===== src/rtl/prog_freq_divider.sv =====
// Multi-channel programmable clock divider with glitch-free divisor reload.
// Latency: clk_out/tick are registered and reflect the counter state of the current cycle; a new divisor applies at the next period boundary.
// Backpressure: none; a load arriving while a divisor is pending overwrites it (last value wins), busy flags the pending state.
//
// Ports:
//   clk_in   - system clock, all logic on rising edge
//   reset    - asynchronous active-high reset
//   enable   - per-channel run enable
//   div_val  - packed divisors, channel i at [i*CNT_W +: CNT_W]
//   load     - per-channel capture strobe for div_val
//   clk_out  - per-channel divided clock (low floor(D/2), high ceil(D/2))
//   tick     - per-channel one-cycle pulse in the last cycle of each period
//   busy     - per-channel flag: a loaded divisor waits for the period boundary
module prog_freq_divider #(
  parameter int NUM_CH      = 2,
  parameter int CNT_W       = 16,
  parameter int DEFAULT_DIV = 4
) (
  input  logic                    clk_in,
  input  logic                    reset,
  input  logic [NUM_CH-1:0]       enable,
  input  logic [NUM_CH*CNT_W-1:0] div_val,
  input  logic [NUM_CH-1:0]       load,
  output logic [NUM_CH-1:0]       clk_out,
  output logic [NUM_CH-1:0]       tick,
  output logic [NUM_CH-1:0]       busy
);

  localparam logic [CNT_W-1:0] DIV_RST = CNT_W'(DEFAULT_DIV);
  localparam logic [CNT_W-1:0] DIV_MIN = CNT_W'(2);
  localparam logic [CNT_W-1:0] ONE     = CNT_W'(1);

  for (genvar i = 0; i < NUM_CH; i++) begin : g_ch
    logic [CNT_W-1:0] cnt_q, cnt_d;
    logic [CNT_W-1:0] div_q, div_d;
    logic [CNT_W-1:0] pend_q, pend_d;
    logic             pend_vld_q, pend_vld_d;
    logic             clk_q, clk_d;
    logic             tick_q, tick_d;
    logic [CNT_W-1:0] div_raw;
    logic [CNT_W-1:0] div_clamped;
    logic             wrap;

    assign div_raw     = div_val[i*CNT_W +: CNT_W];
    // Divisors below 2 cannot produce a toggling output; force them to 2.
    assign div_clamped = (div_raw < DIV_MIN) ? DIV_MIN : div_raw;
    // >= rather than == keeps the counter from running away should it ever
    // sit above the current divisor.
    assign wrap        = (cnt_q >= (div_q - ONE));

    always_comb begin
      cnt_d      = cnt_q;
      div_d      = div_q;
      pend_d     = pend_q;
      pend_vld_d = pend_vld_q;
      clk_d      = 1'b0;
      tick_d     = 1'b0;

      if (!enable[i]) begin
        // Idle channel: no period in flight, so a load applies at once and
        // any value still waiting is superseded.
        cnt_d = '0;
        if (load[i]) begin
          div_d      = div_clamped;
          pend_vld_d = 1'b0;
        end
      end else if (wrap) begin
        cnt_d = '0;
        if (load[i]) begin
          // Load coincides with the boundary: apply directly.
          div_d      = div_clamped;
          pend_vld_d = 1'b0;
        end else if (pend_vld_q) begin
          div_d      = pend_q;
          pend_vld_d = 1'b0;
        end
      end else begin
        cnt_d = cnt_q + ONE;
        if (load[i]) begin
          pend_d     = div_clamped;
          pend_vld_d = 1'b1;
        end
      end

      // Outputs are computed from next state so the registered values line
      // up with the counter value held during the same cycle.
      clk_d  = enable[i] && (cnt_d >= (div_d >> 1));
      tick_d = enable[i] && (cnt_d == (div_d - ONE));
    end

    always_ff @(posedge clk_in or posedge reset) begin
      if (reset) begin
        cnt_q      <= '0;
        div_q      <= DIV_RST;
        pend_q     <= '0;
        pend_vld_q <= 1'b0;
        clk_q      <= 1'b0;
        tick_q     <= 1'b0;
      end else begin
        cnt_q      <= cnt_d;
        div_q      <= div_d;
        pend_q     <= pend_d;
        pend_vld_q <= pend_vld_d;
        clk_q      <= clk_d;
        tick_q     <= tick_d;
      end
    end

    assign clk_out[i] = clk_q;
    assign tick[i]    = tick_q;
    assign busy[i]    = pend_vld_q;
  end

endmodule


===== config.mk =====
export PLATFORM = sky130hd
export DESIGN_NAME = prog_freq_divider
export DESIGN_NICKNAME = d
export VERILOG_FILES = /design/src/rtl/prog_freq_divider.sv
export SDC_FILE = /design/constraint.sdc
export NUM_CORES = 1
export LEC_CHECK = 0
export CORE_AREA = 2 2 171 173
export DETAILED_ROUTE_END_ITERATION = 7
export DIE_AREA = 0 0 173 175
export GPL_TIMING_DRIVEN = 0
export PLACE_DENSITY_LB_ADDON = 0.15
export SYNTH_ARGS = -nofsm -noshare
export SYNTH_HDL_FRONTEND = slang
export SYNTH_SLANG_ARGS = --single-unit

===== constraint.sdc =====
create_clock -name clk_in -period 10.3 [get_ports clk_in]
set_clock_uncertainty 0.15 [all_clocks]
set_input_delay 1.545 -clock clk_in [delete_from_list [all_inputs] [get_ports clk_in]]
set_output_delay 1.545 -clock clk_in [all_outputs]
set_load 0.005 [all_outputs]

# Word-level counts from Yosys, hierarchy flattened
# Cells that the tools add are included.
word_totals:
  ff_bits: 102
  elab_cells: 64
  input_bits: 38
classes:
  bitwise_logic: 2
  n_eq_ne: 2
  n_reduce_logical: 12
  add_sub_neg: 6
  magnitude_cmp: 6
  muxes: 24
ops:
  columns: ["op", "count"]
  rows:
  - ["16-bit 2-to-1 mux", 16]
  - ["16-bit by 1-bit subtractor with 16-bit output, second input constant", 4]
  - ["16-bit by 1-bit adder with 16-bit output, second input constant", 2]
  - ["16-bit equality test", 2]
  - ["16-bit by 15-bit >= comparator with 1-bit output", 2]
  - ["16-bit >= comparator", 2]
  - ["16-bit by 2-bit < comparator with 1-bit output, second input constant", 2]
  - ["1-bit 2-to-1 mux", 8]
  - ["2-bit nonzero test", 4]
  - ["3-bit AND reduction", 2]
  - ["1-bit logical AND", 4]
  - ["2-bit AND reduction", 2]
  - ["1-bit NOT", 2]

# Depth between registers and ports, before layout
# Gate-level depths: netlist of the first run.
depth:
  depth_word: 8
  depth_mapped: 28

# Least setup slack after synthesis of the first run
# Ideal clock, no wire load.
synth_timing:
  kind: "register -> register"
  startpoint: "register g_ch[0].div_q[3]"
  endpoint: "register g_ch[0].clk_q"
  path_stages_with_launch: 28
  n_path_buf: 2
  synth_period_minus_slack_ps: 6068
  slack_ps: 4232
  arrival_time_ps: 5789
  cell_sequence: "dfrtp_1 clkbuf_1 or4_1 nor4_1 nand3_1 or2_2 nor2_1 xnor2_1 ha_1 and2_1 a221o_1 a221oi_4 o21ai_1 buf_2 a211oi_2 inv_1 ha_1 nand2b_1 a21o_1 a21o_1 a21o_1 a21o_1 a21o_1 a21oi_1 nor2b_1 o21ai_0 a31oi_1 o41a_1"
synth_via:
  elab_chain_cells: 6
  elab_cells_between_ends: 11
  classes_between: "add/sub (1); order compare (2); mux (7); reduce/logical (1)"
synth_rtl:
  columns: ["item", "line_no", "text"]
  rows:
  - ["start: declaration", "35", "logic [CNT_W-1:0] div_q, div_d;"]
  - ["start signal: assignment", "101", "div_q <= div_d;"]
  - ["16-bit by 1-bit subtractor with 16-bit output", "49", "assign wrap = (cnt_q >= (div_q - ONE));"]
  - ["16-bit >= comparator", "49", null]
  - ["16-bit 2-to-1 mux", "67", "end else if (wrap) begin"]
  - ["16-bit 2-to-1 mux", "59", "if (!enable[i]) begin"]
  - ["named net g_ch[0].div_d[1]", "35", null]
  - ["16-bit by 15-bit >= comparator with 1-bit output", "87", "clk_d = enable[i] && (cnt_d >= (div_d >> 1));"]
  - ["1-bit logical AND", "87", null]
  - ["named net g_ch[0].clk_d", "38", "logic clk_q, clk_d;"]
  - ["end signal: assignment", "104", "clk_q <= clk_d;"]
  - ["end: declaration", "38", null]
# The timed path passes the listed nets, and every way through them passes these cells.
# A chain may end at the register's enable or synchronous reset.

# Worst setup path in the final report of the first run
layout_timing:
  startpoint: "register g_ch[1].div_q[3]"
  endpoint: "register g_ch[1].clk_q"
layout_via:
  elab_chain_cells: 6
  elab_cells_between_ends: 11
  classes_between: "add/sub (1); order compare (2); mux (7); reduce/logical (1)"
layout_rtl:
  columns: ["item", "line_no", "text"]
  rows:
  - ["start: declaration", "35", null]
  - ["start signal: assignment", "101", null]
  - ["16-bit by 1-bit subtractor with 16-bit output", "49", null]
  - ["16-bit >= comparator", "49", null]
  - ["16-bit 2-to-1 mux", "67", null]
  - ["16-bit 2-to-1 mux", "59", null]
  - ["named net g_ch[1].cnt_d[1]", "34", "logic [CNT_W-1:0] cnt_q, cnt_d;"]
  - ["16-bit by 15-bit >= comparator with 1-bit output", "87", null]
  - ["1-bit logical AND", "87", null]
  - ["named net g_ch[1].clk_d", "38", null]
  - ["end signal: assignment", "104", null]
  - ["end: declaration", "38", null]
# The timed path passes the listed nets, and every way through them passes these cells.

==> out/summary.md, run 1 <==
In this run, synthesis inferred 0 flip-flops with an integrated enable. Averaged over all synthesized cells, the footprint is 8.81 um^2. The final layout contains routed wiring with a total length of 25,400 um. The ratio of final minimum period to clock period came out at 0.706.

Setup repair after global routing left no endpoint under its margin. The final standard cell utilization of the core is 0.341. The critical path endpoint category is a flop. Time the worst path needs with I/O delays and setup: 7270 ps.

The biggest area contributor in the post-synthesis netlist is sky130_fd_sc_hd__dfrtp_1. The top cell types in the final layout, fill and taps aside, are sky130_fd_sc_hd__dfrtp_1, sky130_fd_sc_hd__nor2_1, sky130_fd_sc_hd__ha_1, sky130_fd_sc_hd__nand2_1, sky130_fd_sc_hd__inv_1. The tool flagged a number of max-cap violations equal to 0. For the pin with the worst max-slew slack, the measured transition is 1170 ps. In this run the tool buffered the top-level ports with 42 buffer cells. The total power after layout is 1.14 mW. The net total in the final layout is 1,117, and the number of max-slew violations in the final report is 0.

The run gives 7370 ps as the arrival time reported for the critical path endpoint. In this run the static leakage power is 4.18 nW. Share of cells above drive strength 1: 0.0955. After synthesis the netlist holds a flip-flop and latch count of 102. For this run the aggregate overflow at the end of global routing stands at 0. The cell area after technology mapping was 0.00843 mm^2. The core region is 0.0284 mm^2.

The die is 175 um tall. The residual antenna-violating net count after detailed routing came out at 0. The worst hold path passes through 2 cells. For this design the ratio of total power to cell area is 118 mW/mm^2. The starting utilization of the core area came out at 0.297. The hold-critical path endpoint was g_ch[0].pend_q[1]. IR analysis of the VDD net gives a maximum drop of 73.8 uV. The layout has 2,998 filler cells. The congestion estimate from routability-driven global placement came to 0.844. The worst hold slack was 330 ps. Yosys attributes the largest share of cell area to sky130_fd_sc_hd__dfrtp_1, sky130_fd_sc_hd__ha_1, sky130_fd_sc_hd__mux2_2, sky130_fd_sc_hd__xnor2_1, sky130_fd_sc_hd__xor2_1. For the sum of negative setup slack, the log shows 0 ps. The nature of the critical path startpoint is a flop. For this design, the CTS-stage hold fixing added 0 buffers. The most used flip-flop cell after synthesis is sky130_fd_sc_hd__dfrtp_1.

In this run the number of H-tree levels came out at 3. The destination of the worst register-to-register timing path is g_ch[1].clk_q. The clock net in this run drives a total of 102 sinks. For the sequential element share of the synthesized area, the log shows 0.303. The worst relative slew slack came out at 0.218. No sink is reached through more buffers than the 2 on the longest clock path. For the worst-skew pair, the clock arrives at the later sink with an insertion delay of 360 ps. The logs give 62 for the site row count and 3020 ps for the worst setup slack after placement.

The final number of hold-violating endpoints is 0, and the number of instances resized during post-cts repair is 0. The floorplan step set the die width to 173 um. Measured in cells, the most critical reg-to-reg path has a length of 26.

Classification of the worst-slack hold path: reg2reg. For the count of unique library cells instantiated by Yosys, the log shows 80. After clock tree synthesis, the setup repair step added 0 buffers. The startpoint identified for the worst hold timing path is g_ch[0].pend_q[1].

The run gives 0 as the count of yosys warnings during synthesis. The run finished with clean final reports. Summed over all nets, the half-perimeter wirelength after detailed placement is 20,000 um. The first global-routing pass estimated 40,800 um of wire. Once layout is complete, the cells apart from fillers number 1,400. Entering global routing, the biggest net connects 62 pins. The run gives 0.0303 mm^2 as the area enclosed by the die boundary. For the maximum frequency from static timing analysis, the log shows 138 MHz. The number of nets handed over by synthesis was 1,063.

Clock transition time at the flip-flop clock pins of the worst setup and hold paths: 80 ps. The number of buffers created by CTS is 9. The share of synthesized flip-flops with an asynchronous set or reset came out at 1.00. For this block, the initial DRC count from the detailed router was 440. The final route contains 7,206 vias. The library cell used most frequently in the layout, excluding fill and tap cells, is sky130_fd_sc_hd__dfrtp_1. After detailed routing, the number of remaining DRC violations is 0.

The vias per cell was 5.15. In the final routed layout, each cell accounts on average for 18.2 um. The area growth from synthesis to layout works out to 14.7%. The number of placed instances, taps included, is 1,384.

The setup violation total in the final timing report was 0. The I/O pin count was 44; the final critical-path setup slack was 3030 ps. The post-layout instance area is 0.00967 mm^2. The share of the synthesized area in the top cell type was 0.297; the data required time at the worst endpoint was 10,400 ps. By startpoint and endpoint, the worst setup path is classified as reg2reg. The pre-antenna-repair detailed-routing pass consisted of 5 iterations. The via count of the first global-routing pass was 7,240.

The tree is rooted in a sky130_fd_sc_hd__clkbuf_16. The run gives 0.172 as the total track usage. The antenna diode count was 0.

The biggest fanout along the worst timing path works out to 10. For the post-detailed-placement cell area, the log shows 0.00937 mm^2. The worst register-to-register path begins at g_ch[1].div_q[3]. The minimum setup slack among reg-to-reg paths came out at 3030 ps. The initial antenna violation count was 0. TritonCTS built the clock tree.

The synthesized instance count came out at 957.
layer usage:
layer / vias up / share of wire / GRT usage
met3: 26 / 0.027 / 0.0233
met4: 0 / 0.019 / 0.0463
met1: 3491 / 0.44 / 0.209
li1: 3568 / - / -
met2: 121 / 0.51 / 0.316
met5: - / 0 / 0
layout make-up:
class	instances	area, um^2	area share
flip-flops and latches	102	2550	0.264
inverters	63	241	0.0250
multi-input cells	748	5400	0.559
well taps	384	480	0.0497
clock buffers	9	225	0.0233
clock inverters	7	78.8	0.00815
plain buffers	44	238	0.0246
repair buffers	43	448	0.0463
cell families (layout without fill, tap and decap cells):
| logic type | after synthesis | after routing | synth area share |
|---|---|---|---|
| AO/OA/AOI/OAI | 195 | 195 | 0.171 |
| XOR/XNOR | 82 | 82 | 0.0852 |
| adder cells (fa/ha/maj) | 68 | 68 | 0.101 |
| buffers and inverters | 107 | 166 | 0.0562 |
| flip-flops | 102 | 102 | 0.303 |
| multiplexers | 54 | 54 | 0.0696 |
| AND/OR/NAND/NOR | 349 | 349 | 0.214 |
synthesized netlist by cell type (all sizes together), types with 3 or more instances:
library cell and instances:
or3 6, a22oi 3, a211oi 18, a21oi 33
nor3 32, a211o 3, a31oi 14, o22ai 11
or2 6, xor2 39, inv 63, mux2i 17
nor4 20, and2 9, dfrtp 100, o21a 4
nor2 89, o31ai 7, clkbuf 25, ha 68
or4 4, nand2 67, a311o 5, nor2b 13
o211a 3, and3 12, buf 19, nand3b 7
xnor2 43, nand2b 14, mux2 37, and4 9
o21ai 32, nand3 36, o311ai 4, o211ai 12
a21o 18, nand4 14, nor3b 5, o221ai 7
sequential cells by signal, summed over array words and instances (netlist names):
signal and flops:
g_ch.cnt_q 32, g_ch.div_q 32, g_ch.pend_q 32, g_ch.clk_q 2, g_ch.pend_vld_q 2, g_ch.tick_q 2
worst max-delay path, stage by stage, from the launching register on:
cell	delay [ps]
sky130_fd_sc_hd__dfrtp_1	360
sky130_fd_sc_hd__clkbuf_1	190
sky130_fd_sc_hd__or4_1	570
sky130_fd_sc_hd__nor2_1	150
sky130_fd_sc_hd__nand2_1	180
sky130_fd_sc_hd__or2_2	360
sky130_fd_sc_hd__nor3_1	180
sky130_fd_sc_hd__xnor2_1	90
sky130_fd_sc_hd__ha_1	320
sky130_fd_sc_hd__nand4_1	290
sky130_fd_sc_hd__nor4_1	510
sky130_fd_sc_hd__nand3_1	370
sky130_fd_sc_hd__nand3_1	360
sky130_fd_sc_hd__buf_2	340
sky130_fd_sc_hd__buf_1	520
sky130_fd_sc_hd__nor2_1	140
sky130_fd_sc_hd__ha_1	330
sky130_fd_sc_hd__a21o_1	160
sky130_fd_sc_hd__a21o_1	180
sky130_fd_sc_hd__a21o_1	180
sky130_fd_sc_hd__a21o_1	180
sky130_fd_sc_hd__a21o_1	170
sky130_fd_sc_hd__a21oi_1	170
sky130_fd_sc_hd__nor2b_1	60
sky130_fd_sc_hd__o21ai_0	170
sky130_fd_sc_hd__a31oi_1	150
sky130_fd_sc_hd__o41a_1	330
worst max-delay path by stage:
stage / start / to / slack (ps)
global route: g_ch[1].div_q[3] / g_ch[1].clk_q / 2480
floorplan: g_ch[0].div_q[3] / g_ch[0].clk_q / 4230
detailed placement: g_ch[1].div_q[3] / g_ch[1].clk_q / 3020
global placement: g_ch[1].div_q[3] / g_ch[1].clk_q / 2910
CTS: g_ch[1].div_q[3] / g_ch[1].clk_q / 2970
finish: g_ch[1].div_q[3] / g_ch[1].clk_q / 3030
where the power goes:
| part | leakage (nW) | internal [mW] | switching [mW] |
|---|---|---|---|
| combinational | 2.77 | 0.130 | 0.176 |
| clock | 0.151 | 0.192 | 0.170 |
| sequential | 1.26 | 0.437 | 0.0355 |
No activity file was read; power rests on OpenSTA's default activity.
==> inputs of run 2 (changes only) <==
==> constraint.sdc (replaced) <==
create_clock -name clk_in -period 6.1 [get_ports clk_in]
set_clock_uncertainty 0.15 [all_clocks]
set_input_delay 0.915 -clock clk_in [delete_from_list [all_inputs] [get_ports clk_in]]
set_output_delay 0.915 -clock clk_in [all_outputs]
set_load 0.005 [all_outputs]
==> out/summary.md, run 2 (synthesis results as in run 1) <==
The logs give 0.264 for the worst relative slew slack and 2 for the clock tree buffer depth. The library cell used most frequently in the layout, excluding fill and tap cells, is sky130_fd_sc_hd__dfrtp_1. Clock-pin slew was measured on the worst setup and hold paths at 80 ps. For this run, the slowest stage of the critical path takes 560 ps. The die outline width is 173 um, and the worst voltage drop across the vdd grid is 124 uV. The initial antenna violation count is 0, and the detailed-route wire length per cell is 18.2 um.

The biggest fanout along the worst timing path is 4, and the number of standard cells in the layout, taps in and fillers out is 1,436. In this run, the number of DRC markers left after iteration 0 of detailed routing was 433. After legalization and detailed placement, the total HPWL measured 20,000 um. For this run the aggregate overflow at the end of global routing stands at 0.

The count of nets left with antenna violations once routing finished came out at 0. The site row count came out at 62. The run gives 0.0284 mm^2 as the area inside the core boundary. The most numerous cell on the critical path is sky130_fd_sc_hd__a21o_1. For the pin with the worst max-slew slack, the measured transition is 1100 ps. The tools report the reg-to-reg critical path startpoint as g_ch[0].div_q[5].

The maximum frequency from static timing analysis was 168 MHz; the arrival time reported for the critical path endpoint was 6030 ps. The sum of negative setup slack is 0 ps. Entering global routing, the biggest net connects 62 pins. For this run, the detailed router's first-pass iteration total came to 5.

For the worst flop-to-flop path, the logic depth is 28. The critical path is of the reg2reg type. Clock latency on the worst-skew pair, taken at its later pin, is 360 ps.

The area growth from synthesis to layout was 22.3%. The via count was 7,342; the vias per cell was 5.11. The antenna diode count was 0.

Ratio of final minimum period to clock period: 0.974. The tools report the origin of the worst min-delay path as g_ch[0].pend_q[1]. Wires add up to 26,100 um. The setup check on the worst reg-to-reg path leaves a slack of 160 ps.

Setup violations remaining at the end of the flow were counted as 0. For the total track usage, the log shows 0.174. TritonCTS built the clock tree. The final standard cell utilization of the core was 0.363; the final number of hold-violating endpoints was 0. The logs give 3 for the number of levels the H-tree was split into and 0.844 for the final weighted congestion in routability-driven placement. Setup repair after global routing could not meet its margin everywhere. The tools report the nature of the critical path startpoint as a flop. In the layout the commonest cells are sky130_fd_sc_hd__dfrtp_1, sky130_fd_sc_hd__nor2_1, sky130_fd_sc_hd__ha_1, sky130_fd_sc_hd__nand2_1, sky130_fd_sc_hd__inv_1. The I/O pin count came out at 44. In this run the static leakage power is 4.43 nW.

Via count of the first global-routing pass: 7,443. The run finished with clean final reports. The clock root buffer was sky130_fd_sc_hd__clkbuf_16.

The tools report the hold-critical path endpoint as g_ch[0].pend_q[1]. The power density normalized to cell area was 192 mW/mm^2. The number of max-slew violations in the final report is 0, and the share of cells above drive strength 1 is 0.178. The tools report the critical path endpoint category as a flop.

Buffers inserted during clock tree synthesis total 9. The largest individual stage delay along the critical path comes from the cell sky130_fd_sc_hd__or4_4. The critical path starts at g_ch[0].div_q[5].

During placement, the flow inserted port buffers numbering 42. The tools report the DRC violations left as 0. The starting utilization of the core area came out at 0.297. For this run, the post-layout net count is 1,153. For the cell total after placement, the log shows 1,384. The time the worst path needs with I/O delays and setup came out at 5940 ps. For the worst setup path, the data required time is 6190 ps. The first global-routing pass estimated 41,400 um of wire.

Classification of the worst-slack hold path: reg2reg. The worst hold path was traced through 2 stages. The die covers 0.0303 mm^2. The design draws 1.98 mW. Across the run, the number of max-cap violations was 0.

The tools report the total number of clock tree sinks as 102. The worst register-to-register path ends at g_ch[0].clk_q. The floorplan step set the die height to 175 um.

In the final layout, the registers with the most flip-flops are g_ch.cnt_q x32, g_ch.div_q x32, g_ch.pend_q x32.
-- run 2: worst max-delay path: cells and delay by family (launching register included) --
family	cells	cell delay (ps)
buf+inv	3	400
flops	1	420
simple gates	8	1530
mux	1	80
xor+xnor	1	80
fa+ha+maj	2	520
compound gates	13	2630
-- run 2: layout make-up --
cell class                      count  area, um^2
Sequential cell                   102        2560
Tap cell                          384         480
Clock buffer                        9         225
Multi-Input combinational cell    748        5730
Buffer                             38         221
Inverter                           63         241
Fill cell                        2946       18100
Timing Repair Buffer               85         779
Clock inverter                      7        78.8
-- run 2: worst max path at each step --
stage                         end  slack, ps
finish              g_ch[0].clk_q        160
global route        g_ch[0].clk_q        -90
CTS                 g_ch[0].clk_q       -200
detailed placement  g_ch[1].clk_q      -1180
global placement    g_ch[1].clk_q      -1290
floorplan           g_ch[0].clk_q         30
-- run 2: power breakdown --
part / switching [mW] / total (mW) / internal [mW]
logic: 0.317 / 0.564 / 0.246
registers: 0.0642 / 0.803 / 0.739
clock network: 0.286 / 0.610 / 0.324
-- run 2: timing repair --
| action | CTS | global route |
|---|---|---|
| pin swaps | 28 | 25 |
| hold buffers | 0 | 0 |
| buffers inserted | 22 | 21 |
| resized for setup | 44 | 37 |
| endpoints found under the setup margin | 4 | 4 |
-- run 2: metal layers --
metal	GRT usage	routed length [um]
met1	0.209	11400
met2	0.321	13500
met3	0.0233	737
met4	0.0547	525
met5	0	0
-- run 2: through the flow --
stage                     hold WS [ps]  cell area [um^2]  setup slack (ps)
after global placement             312              9330             -1290
after CTS                          337             10000              -202
after global routing               371             10300             -94.9
after floorplan                    291              8430              31.5
final                              330             10300               156
after detailed placement           320              9370             -1180
==> inputs of run 3 (changes only) <==
--- a/config.mk
+++ b/config.mk
@@ -5,11 +5,14 @@
 export SDC_FILE = /design/constraint.sdc
 export NUM_CORES = 1
 export LEC_CHECK = 0
+export CELL_PAD_IN_SITES_DETAIL_PLACEMENT = 0
+export CELL_PAD_IN_SITES_GLOBAL_PLACEMENT = 1
 export CORE_AREA = 2 2 171 173
 export DETAILED_ROUTE_END_ITERATION = 7
 export DIE_AREA = 0 0 173 175
 export GPL_TIMING_DRIVEN = 0
 export PLACE_DENSITY_LB_ADDON = 0.15
+export RECOVER_POWER = 25
 export SYNTH_ARGS = -nofsm -noshare
 export SYNTH_HDL_FRONTEND = slang
 export SYNTH_SLANG_ARGS = --single-unit
==> out/summary.md, run 3 (synthesis results as in run 1) <==
The library cells used most frequently in the layout, excluding fill and tap cells, are sky130_fd_sc_hd__dfrtp_1, sky130_fd_sc_hd__nor2_1, sky130_fd_sc_hd__ha_1, sky130_fd_sc_hd__nand2_1, sky130_fd_sc_hd__inv_1. Port buffering added 42 buffers. TritonCTS built the clock tree.

The final standard cell utilization of the core came out at 0.362. The total track usage is 0.191, and the initial antenna violation count is 0. The flow ran to the end, but the final reports show violations. The tools report the nature of the critical path startpoint as a flop. For the pin with the worst max-slew slack, the measured transition is 1940 ps. The final number of hold-violating endpoints was 0; the number of levels the H-tree was split into was 3. The run gives 3,018 as the layout filler cell count. The die height is 175 um, and the maximum frequency from static timing analysis is 165 MHz. The critical path endpoint category is a flop. The ratio of final minimum period to clock period works out to 0.992. The area inside the core boundary is 0.0284 mm^2, and the detailed-route wire length per cell is 19.4 um. Entering global routing, the biggest net connects 64 pins. The clock transition time at the flip-flop clock pins of the worst setup and hold paths is 80 ps. The die covers 0.0303 mm^2. The biggest fanout along the worst timing path works out to 8. The root buffer cell chosen for the clock tree is sky130_fd_sc_hd__clkbuf_16.

The routed design could run at a clock period as short as 6050 ps. The final weighted congestion in routability-driven placement is 0.853. The minimum setup slack among reg-to-reg paths is 50 ps. The number of placed instances, taps included, is 1,384.

The antenna diode count was 0; the clock tree buffer depth was 2. The routed design has 28,000 um of wire. Classification of the worst-slack hold path: reg2reg. Via count of the first global-routing pass: 7,746. The logs give 0 for the total congestion overflow after global routing and 9 for the number of buffers created by CTS.

After detailed routing, the number of remaining DRC violations is 0. For this design the static power due to leakage is 4.45 nW. The power density normalized to cell area was 188 mW/mm^2. Setup violations remaining at the end of the flow were counted as 0. Setup repair after global routing could not meet its margin everywhere. The tools report the worst relative slew slack as -0.300. In this run the remaining antenna-violating nets after routing total 0. In this run the critical register-to-register path is captured at g_ch[0].clk_q. At the worst endpoint, the required time is 6190 ps. Data on the critical path arrives at its endpoint at 6140 ps.

The logs give 360 ps for the clock network latency to the later pin of the worst-skew pair and 1,445 for the number of standard cells in the layout, taps in and fillers out. The logs give 62 for the site row count and 44,800 um for the wire length of the first global-routing pass. The area growth from synthesis to layout was 21.9%; the worst hold slack was 333 ps.

The multi-input combinational cells in the finished layout cover a total of 0.00568 mm^2. The die outline width was 173 um. The critical path in this run is classified as reg2reg.

The share of cells above drive strength 1 works out to 0.180. Across the whole layout, storage elements account for 0.00256 mm^2. The logs give 2 for the number of maximum-capacitance constraint violations and 44 for the I/O pin count. The run gives 105 as the number of max-slew violations in the final report. The quantity of hold-fixing buffers added after cts was 0; the net total in the final layout was 1,162. The number of instances on the worst hold path is 2. The origin of the worst min-delay path is g_ch[1].pend_q[3]. The path with the worst hold slack has its endpoint at g_ch[1].pend_q[3]. Starting utilization of the core area: 0.297. The library cell used most frequently in the layout, excluding fill and tap cells, is sky130_fd_sc_hd__dfrtp_1. After detailed routing, the number of vias per cell comes to 5.19.

The run gives 4 as the first-pass iteration count of the detailed router. Reg-to-reg critical path startpoint: g_ch[0].div_q[3]. Measured in cells, the most critical reg-to-reg path has a length of 27. The largest registers in the layout are g_ch.cnt_q x32, g_ch.div_q x32, g_ch.pend_q x32. The run gives 7,499 as the via count.

The checks that failed: max-capacitance violations, max-slew violations. The worst voltage drop across the vdd grid is 116 uV. The HPWL after detailed placement is 21,400 um. In this run, the number of DRC markers left after iteration 0 of detailed routing was 493. Total number of clock tree sinks: 102.
-- run 3: cell types whose count changed in the layout (fill, tap and decap cells not counted), moves of 2 or more --
cell and change:
sky130_fd_sc_hd__buf_6 +4, sky130_fd_sc_hd__inv_6 -4, sky130_fd_sc_hd__clkinv_2 +2, sky130_fd_sc_hd__clkbuf_1 +2
sky130_fd_sc_hd__clkinvlp_4 +2, sky130_fd_sc_hd__buf_4 +7
-- run 3: how the worst max path moves through the flow --
| stage | from | endpoint | slack, ps | cells after the start |
|---|---|---|---|---|
| finish | g_ch[0].div_q[3] | g_ch[0].clk_q | 50 | 27 |
| global route | g_ch[0].div_q[3] | g_ch[0].clk_q | -230 | 27 |
| CTS | g_ch[1].div_q[3] | g_ch[1].clk_q | -30 | 26 |
| detailed placement | g_ch[1].div_q[3] | g_ch[1].clk_q | -1260 | 26 |
| global placement | g_ch[1].div_q[3] | g_ch[1].clk_q | -1240 | 26 |
| floorplan | g_ch[0].div_q[3] | g_ch[0].clk_q | 30 | 27 |
-- run 3: per-layer routing --
layer  GRT usage  routed length, um
met1       0.223              11800
met2       0.358              14700
met3      0.0261                747
met4      0.0664                741
met5           0                  0
-- run 3: through the flow --
step / setup WS [ps] / power [mW] / setup TNS [ps] / instance area (um^2)
6_report: 50.8 / 1.93 / 0 / 10300
5_1_grt: -228 / 2.07 / -263 / 10300
4_1_cts: -30.9 / 1.95 / -43.2 / 9990
3_5_place_dp: -1260 / 1.34 / -3610 / 9370
3_3_place_gp: -1240 / 1.34 / -3730 / 9330
2_1_floorplan: 31.5 / 1.16 / 0 / 8430
-- run 3: where the power goes --
group          switching (mW)  internal, mW
logic                   0.316         0.248
clock network           0.287         0.277
registers              0.0670         0.739
total                   0.671          1.26
-- run 3: final cells by class --
class / instances / area share
multi-input cells: 748 / 0.553
repair buffers: 93 / 0.0786
clock buffers: 10 / 0.0223
well taps: 384 / 0.0467
clock inverters: 6 / 0.00377
flip-flops and latches: 102 / 0.249
plain buffers: 39 / 0.0232
inverters: 63 / 0.0231
-- run 3: worst max-delay path: stages (launching register included) --
cell	delay (ps)
sky130_fd_sc_hd__dfrtp_2	420
sky130_fd_sc_hd__or4_4	560
sky130_fd_sc_hd__nor4_4	180
sky130_fd_sc_hd__nand3_1	140
sky130_fd_sc_hd__or2_4	280
sky130_fd_sc_hd__nor2_4	100
sky130_fd_sc_hd__xnor2_2	70
sky130_fd_sc_hd__ha_1	310
sky130_fd_sc_hd__and2_4	160
sky130_fd_sc_hd__a221o_1	330
sky130_fd_sc_hd__a221oi_4	340
sky130_fd_sc_hd__buf_6	160
sky130_fd_sc_hd__o21ai_4	70
sky130_fd_sc_hd__buf_6	180
sky130_fd_sc_hd__a211oi_4	290
sky130_fd_sc_hd__inv_1	90
sky130_fd_sc_hd__ha_1	270
sky130_fd_sc_hd__nand2b_4	140
sky130_fd_sc_hd__a21o_1	170
sky130_fd_sc_hd__a21o_1	170
sky130_fd_sc_hd__a21o_1	170
sky130_fd_sc_hd__a21o_1	190
sky130_fd_sc_hd__a21o_1	190
sky130_fd_sc_hd__a21oi_2	130
sky130_fd_sc_hd__nor2b_1	50
sky130_fd_sc_hd__o21ai_1	150
sky130_fd_sc_hd__a31oi_1	140
sky130_fd_sc_hd__o41a_1	320
-- run 3: what timing repair did --
action                     CTS  global route
hold endpoints to repair     0             0
buffers inserted            22            29
setup endpoints to repair    4             4
pin swaps                   12            27
resized for setup           46            30
